`src/rtl/mips_fetch_pkg.sv`:
```
// Fetch sequencer shared definitions: FSM state encoding,
// default reset PC and sequential PC increment.
package mips_fetch_pkg;

  localparam logic [1:0] ST_BOOT = 2'd0;
  localparam logic [1:0] ST_REQ  = 2'd1;
  localparam logic [1:0] ST_HOLD = 2'd2;

  localparam logic [31:0] DEF_RESET_PC = 32'h0000_0000;
  localparam int          DEF_INC      = 4;

  typedef enum logic [1:0] {
    BOOT = ST_BOOT,
    REQ  = ST_REQ,
    HOLD = ST_HOLD
  } fetch_state_e;

endpackage

```
`src/rtl/fetch_hold_reg.sv`:
```
// Output register for the fetched instruction toward decode.
// Ports: clk, rst (sync active-low), load/clear strobes,
// d_instr/d_pc data in, instr/instr_pc/instr_valid out.
module fetch_hold_reg #(
  parameter int W = 32
) (
  input  logic         clk,
  input  logic         rst,
  input  logic         load,
  input  logic         clear,
  input  logic [W-1:0] d_instr,
  input  logic [W-1:0] d_pc,
  output logic [W-1:0] instr,
  output logic [W-1:0] instr_pc,
  output logic         instr_valid
);

  logic [W-1:0] instr_q, instr_d;
  logic [W-1:0] pc_q, pc_d;
  logic         valid_q, valid_d;

  always_comb begin
    instr_d = instr_q;
    pc_d    = pc_q;
    valid_d = valid_q;
    if (clear) begin
      valid_d = 1'b0;
    end else if (load) begin
      instr_d = d_instr;
      pc_d    = d_pc;
      valid_d = 1'b1;
    end
  end

  always_ff @(posedge clk) begin
    if (!rst) begin
      instr_q <= '0;
      pc_q    <= '0;
      valid_q <= 1'b0;
    end else begin
      instr_q <= instr_d;
      pc_q    <= pc_d;
      valid_q <= valid_d;
    end
  end

  assign instr       = instr_q;
  assign instr_pc    = pc_q;
  assign instr_valid = valid_q;

endmodule

```
`src/rtl/pc_fetch_sequencer.sv`:
```
// Fetch sequencer: drives the PC register load side, runs the imem
// req/ack handshake and hands instructions to decode (valid/ready).
// Ports: pc_cur in; pc_next/pc_load out; imem_req/addr out,
// imem_ack/rdata in; instr/instr_pc/instr_valid out, instr_ready in;
// redirect/redirect_pc in. Sync active-low rst.
module pc_fetch_sequencer
  import mips_fetch_pkg::*;
#(
  parameter int          B        = 32,
  parameter logic [B-1:0] RESET_PC = B'(DEF_RESET_PC),
  parameter int          INC      = DEF_INC
) (
  input  logic         clk,
  input  logic         rst,
  input  logic [B-1:0] pc_cur,
  output logic [B-1:0] pc_next,
  output logic         pc_load,
  output logic         imem_req,
  output logic [B-1:0] imem_addr,
  input  logic         imem_ack,
  input  logic [B-1:0] imem_rdata,
  output logic [B-1:0] instr,
  output logic [B-1:0] instr_pc,
  output logic         instr_valid,
  input  logic         instr_ready,
  input  logic         redirect,
  input  logic [B-1:0] redirect_pc
);

  fetch_state_e state_q, state_d;
  logic         kill_q, kill_d;
  logic [B-1:0] addr_q, addr_d;
  logic         h_load, h_clr;
  logic         go_req;

  // HOLD with instr_valid=0 is the one-cycle gap after a
  // discarded ack; it always falls through to REQ.
  always_comb begin
    state_d = state_q;
    kill_d  = kill_q;
    addr_d  = addr_q;
    pc_load = 1'b0;
    pc_next = pc_cur + B'(INC);
    h_load  = 1'b0;
    h_clr   = 1'b0;
    go_req  = 1'b0;
    if (!rst) begin
      pc_next = '0;
    end else begin
      unique case (state_q)
        BOOT: begin
          pc_load = 1'b1;
          pc_next = redirect ? redirect_pc : RESET_PC;
          go_req  = 1'b1;
        end
        REQ: begin
          if (imem_ack) begin
            kill_d  = 1'b0;
            state_d = HOLD;
            if (redirect) begin
              pc_load = 1'b1;
              pc_next = redirect_pc;
            end else if (!kill_q) begin
              pc_load = 1'b1;
              h_load  = 1'b1;
            end
          end else if (redirect) begin
            pc_load = 1'b1;
            pc_next = redirect_pc;
            kill_d  = 1'b1;
          end
        end
        HOLD: begin
          if (redirect) begin
            pc_load = 1'b1;
            pc_next = redirect_pc;
            h_clr   = 1'b1;
            go_req  = 1'b1;
          end else if (!instr_valid || instr_ready) begin
            h_clr  = 1'b1;
            go_req = 1'b1;
          end
        end
        default: state_d = BOOT;
      endcase
      if (go_req) begin
        state_d = REQ;
        addr_d  = pc_load ? pc_next : pc_cur;
      end
    end
  end

  always_ff @(posedge clk) begin
    if (!rst) begin
      state_q <= BOOT;
      kill_q  <= 1'b0;
      addr_q  <= '0;
    end else begin
      state_q <= state_d;
      kill_q  <= kill_d;
      addr_q  <= addr_d;
    end
  end

  assign imem_req  = (state_q == REQ);
  assign imem_addr = addr_q;

  fetch_hold_reg #(
    .W(B)
  ) u_hold (
    .clk        (clk),
    .rst        (rst),
    .load       (h_load),
    .clear      (h_clr),
    .d_instr    (imem_rdata),
    .d_pc       (addr_q),
    .instr      (instr),
    .instr_pc   (instr_pc),
    .instr_valid(instr_valid)
  );

endmodule

```
`config.mk`:
```
export PLATFORM = sky130hd
export DESIGN_NAME = pc_fetch_sequencer
export DESIGN_NICKNAME = d
export VERILOG_FILES = /design/src/rtl/mips_fetch_pkg.sv /design/src/rtl/fetch_hold_reg.sv /design/src/rtl/pc_fetch_sequencer.sv
export SDC_FILE = /design/constraint.sdc
export NUM_CORES = 1
export LEC_CHECK = 0
export ABC_AREA = 1
export ABC_CLOCK_PERIOD_IN_PS = 5460
export CAP_MARGIN = 10
export CORE_UTILIZATION = 48
export DETAILED_ROUTE_END_ITERATION = 12
export PLACE_DENSITY = 0.91
export SKIP_LAST_GASP = 1
export SLEW_MARGIN = 20
export SYNTH_ARGS = -nofsm -noshare
export SYNTH_HDL_FRONTEND = slang
export SYNTH_HIERARCHICAL = 1
export SYNTH_SLANG_ARGS = --single-unit
```
`constraint.sdc`:
```
create_clock -name clk -period 5.46 [get_ports clk]
set_input_delay 1.092 -clock clk [delete_from_list [all_inputs] [get_ports clk]]
set_output_delay 1.092 -clock clk [all_outputs]
set_load 0.005 [all_outputs]
```
After elaboration in Yosys (flattened, before gate mapping)
Index checks and enable logic that the tools add are counted.
- register bits after elaboration: 100
- input bits: 101
- reductions and logical operators: 12
- add/subtract/negate cells: 1
- bitwise operators: 3
- muxes and demuxes: 27
- equality and inequality tests: 5
- operators with widths (cell ; number):
    2-to-1 mux 32 bit ; 4
    one-hot mux 32 bit (2 select lines) ; 1
    adder 32 x 3 -> 32 bit, second input constant ; 1
    2-to-1 mux 1 bit ; 18
    AND reduction 2 bit ; 4
    OR reduction 2 bit ; 4
    inequality test 2 x 1 -> 1 bit, second input constant ; 2
    one-hot mux 2 bit (2 select lines) ; 1
    inequality test 3 x 1 -> 1 bit, second input constant ; 1
    inverter 1 bit ; 3
    one-hot mux 1 bit (3 select lines) ; 1
    == test 2 x 1 -> 1 bit, second input constant ; 1
    == test 2 bit, second input constant ; 1
    zero test 2 bit ; 1
    2-to-1 mux 2 bit ; 1
    one-hot mux 1 bit (2 select lines) ; 1
    nonzero test 2 bit ; 1
    zero test 1 bit ; 1
    logical OR 1 bit ; 1

Longest topological paths before layout
- depth in word-level cells: 8
- depth in mapped cells: 13
- mapped depth without buffers: 12

By module
The synthesis kept the hierarchy.
- modules (own cells, without submodules) (module ; cells each ; area an instance (µm²) ; instances ; seq. area each (µm²)):
    pc_fetch_sequencer ; 542 ; 3154.3 ; 1 ; 700.7
    fetch_hold_reg ; 416 ; 2768.9 ; 1 ; 1301.2

Least setup slack after synthesis
No wires, ideal clock.
- kind: input-to-output
- start: input pc_cur[2]
- end: output pc_next[20]
- data arrival time: 2015 ps
- path buffers: 1
- stages: 9
- setup slack: 2353 ps
- path through: ha_1 -> nand3_1 -> nor2_2 -> and3_1 -> buf_4 -> nand2_2 -> nand2_1 -> nand3_2 -> a21oi_1
- cells in the longest elaborated chain, start to end: 4
- ends and longest elaborated chain (item ; RTL line ; text):
    start: declaration ; pc_fetch_sequencer.sv:15 ; input logic [B-1:0] pc_cur,
    adder 32 x 3 -> 32 bit (*) ; pc_fetch_sequencer.sv:43 ; pc_next = pc_cur + B'(INC);
    2-to-1 mux 32 bit ; pc_fetch_sequencer.sv:60, pc_fetch_sequencer.sv:67, pc_fetch_sequencer.sv:74 ;
    one-hot mux 32 bit (2 select lines) (*) ; pc_fetch_sequencer.sv:50 ; unique case (state_q)
    2-to-1 mux 32 bit (*) ; pc_fetch_sequencer.sv:47 ; if (!rst) begin
    end: declaration ; pc_fetch_sequencer.sv:16 ; output logic [B-1:0] pc_next,
Every way passes the cells marked *; elsewhere a longest branch is shown, timed or not.

Final worst setup path
- start: input redirect
- end: output pc_next[8]
- cells in the longest elaborated chain, start to end: 3
- ends and longest elaborated chain (item ; RTL line ; text):
    start: declaration ; pc_fetch_sequencer.sv:26 ; input logic redirect,
    2-to-1 mux 32 bit, on equally long branches ; - ;
    one-hot mux 32 bit (2 select lines) (*) ; pc_fetch_sequencer.sv:50 ;
    2-to-1 mux 32 bit (*) ; pc_fetch_sequencer.sv:47 ;
Marks and branches as above.

==> results.ini <==
[run_status]
status = completed

[flow_run]
drv_cap = 0

[hold_path]
holdCritPathClass = flip-flop to flip-flop
worstHoldStart = imem_addr[28]

[synth]
synth.most_common_cell = nand2_1
syn_area_per_cell_um2 = 6.18
synthTopCellsByCount = nand2_1, nor2_1, inv_1
synth_edf_count = 0
yosys_warnings = 6
syn_nets = 1065
postSynthCellCount = 958
synthTopCellsByArea = dfxtp_1, nand2_1, nor2_1, nand3_1, inv_1
yosys.area.top_type = dfxtp_1
synth_xor_xnor_area_share_pct = 1.04
synth_cell_types = 37
synth_compound_area_share_pct = 8.94
synth_top_area_share_pct = 33.8
synthArstFlopShare_pct = 0
synth-main-ff-cell = dfxtp_1
synthAdderAreaFrac_pct = 1.27
ys_ff_latch = 100
synthMuxAreaShare_pct = 0
synth_area_mm2 = 0.00592
synth-simple-area-share_pct = 42.7
yosysSeqAreaShare_pct = 33.8
synth_top_family_by_area = simple AND/OR/NAND/NOR gates

[setup_path]
rrSetupSlack_ns = 2.64
startpoint = redirect
max_stage_delay_ns = 0.53
reg2reg_from = state_q[0]
cp.required_ns = 4.37
slowest_stage = clkdlybuf4s50_1
cp-end-kind = primary output
path_cells = clkdlybuf4s50_1 > nor2_1 > inv_1 > nand2_1 > buf_4 > inv_1 > or2_2 > a21oi_1 > clkdlybuf4s50_1
arrival_ns = 3.47
critPathKind = input port to primary output
worstPathMaxFanout = 21
cp-start-kind = input port

[timing]
max_freq_mhz = 219
fin_tns_setup_ns = 0
drv_slew = 0
period_minus_slack_ns = 4.56
finalCritPeriodShare_pct = 83.5
clock_skew_ns = 0.00745
slew_headroom_pct = 37.7
rsz0062_at_grt = no
hold_viol_final = 0
finalSetupViolations = 0
tightest_slew_ns = 0.933

[power]
leakage_nw = 3.73
p_per_area_mw_per_mm2 = 383
vdd_drop_max_v = 0.000234

[route]
wl_met3_um = 1420
drc_errors = 0
wl_per_cell_um = 14.4
drtIter0Drc = 502
num_vias = 6710
viasPerCell = 5.11
wl_um = 18900
drt-pass1-iter-count = 4
wl_met1_um = 8110
top_layer = met4
wl_met2_um = 8820
antenna_left = 0

[die]
num_rows = 40
io-pin-count = 232
fp.dieH_um = 113
core_area_mm2 = 0.0120
dieArea_mm2 = 0.0128
die_w_um = 113
initial_utilization_pct = 49.3

[cts]
cts_setup_buffers = 0
insertion_delay_ns = 0.35
cts.repair.resized = 0
cts_buffer_depth = 2
path_clk_slew_ns = 0.06
cts-root-buf = clkbuf_16
tritoncts = done
holdBufCountCts = 0
cts_sinks = 100
htreeDepth = 3
cts_made_buffers = 9

[finish]
finalNetCount = 1269
final_layout_size_suffix_gt1_share_pct = 5.32
fill_cells = 1036
fin_area_mm2 = 0.00856
n_antenna_cell = 0
syn_to_final_growth_pct = 44.6

[placement]
gp_congestion = 0.997
io_buffers = 231
hpwl_um = 13900
postPlaceCellArea_mm2 = 0.00821

[global_route]
grt_pass1_wl_um = 30400
antenna_found_initial = 0
grt-ovfl-total = 0
grt_max_degree = 71
grt_pass1_vias = 6276
grt_usage_pct = 29.7

==> per-layer routing <==
| metal | up-vias | global-route usage [%] |
|---|---|---|
| met5 | - | 0 |
| met1 | 2972 | 38.1 |
| met3 | 40 | 4.71 |
| li1 | 3399 | - |
| met4 | 0 | 12.6 |
| met2 | 299 | 49.5 |
==> cells by family after synthesis <==
kind of cell | count (synthesis)
AO/OA/AOI/OAI | 96
adder cells (fa/ha/maj) | 6
flip-flops | 100
XOR/XNOR | 7
buffers and inverters | 166
AND/OR/NAND/NOR | 583
==> placed cells by master, fill, tap and decap left out, types with 3 or more instances in the layout <==
cell type,n
nand2_1,257
clkdlybuf4s50_1,230
nor2_1,169
inv_1,113
nand3_1,111
dfxtp_1,100
a21oi_1,56
o21ai_0,18
o211ai_1,12
clkbuf_16,9
nor2_2,8
nand3_2,8
buf_4,8
nand4_1,7
nand2_2,6
ha_1,6
nor2_4,5
xor2_1,4
o21ai_1,4
bufinv_16,4
clkinv_1,3
inv_2,3
xnor2_1,3
==> where the power goes <==
group / switching (W) / internal [W]
Combinational: 0.000871 / 0.000689
Sequential: 0.0000985 / 0.000869
Clock: 0.000265 / 0.000491
Total: 0.00123 / 0.00205
==> flip-flops by register name (all words and copies together), names as in the netlist <==
signal / count
u_hold/instr_pc: 32
imem_addr: 32
state_q: 2
u_hold/instr: 32
kill_q: 1
u_hold/instr_valid: 1
==> cell type report <==
class,instances,area (um2),share of cell area (%)
multi-input cells,692,3200,37.4
repair buffers,239,2370,27.6
clock buffers,10,229,2.67
flip-flops and latches,100,2000,23.4
clock inverters,5,125,1.46
inverters,120,452,5.27
well taps,147,184,2.15
==> metrics by stage <==
stage          std cells  worst slack (ns)  util, %  power [W]  hold slack, ns
6_report            1313             0.898     71.3    0.00328           0.466
3_5_place_dp        1298             0.941     68.3    0.00251           0.453
2_1_floorplan        958              2.35        -    0.00185           0.437
5_1_grt             1313             0.703     71.3    0.00349           0.487
4_1_cts             1313             0.926     71.3    0.00328           0.467
3_3_place_gp        1298             0.949     68.3    0.00249           0.448
==> final timing paths <==
path,end,depth (start not counted)
max,pc_next[8],9
min,imem_addr[28],2
max reg2reg,imem_addr[2],8
min reg2reg,imem_addr[28],2
==> critical path: cells and delay by family <==
family	cells	cell delay (ns)
and+or+nand+nor	3	0.64
AOI/OAI and AO/OA	1	0.14
buffers and inverters	5	1.60
Note: power is estimated with default switching activity, not from simulation.
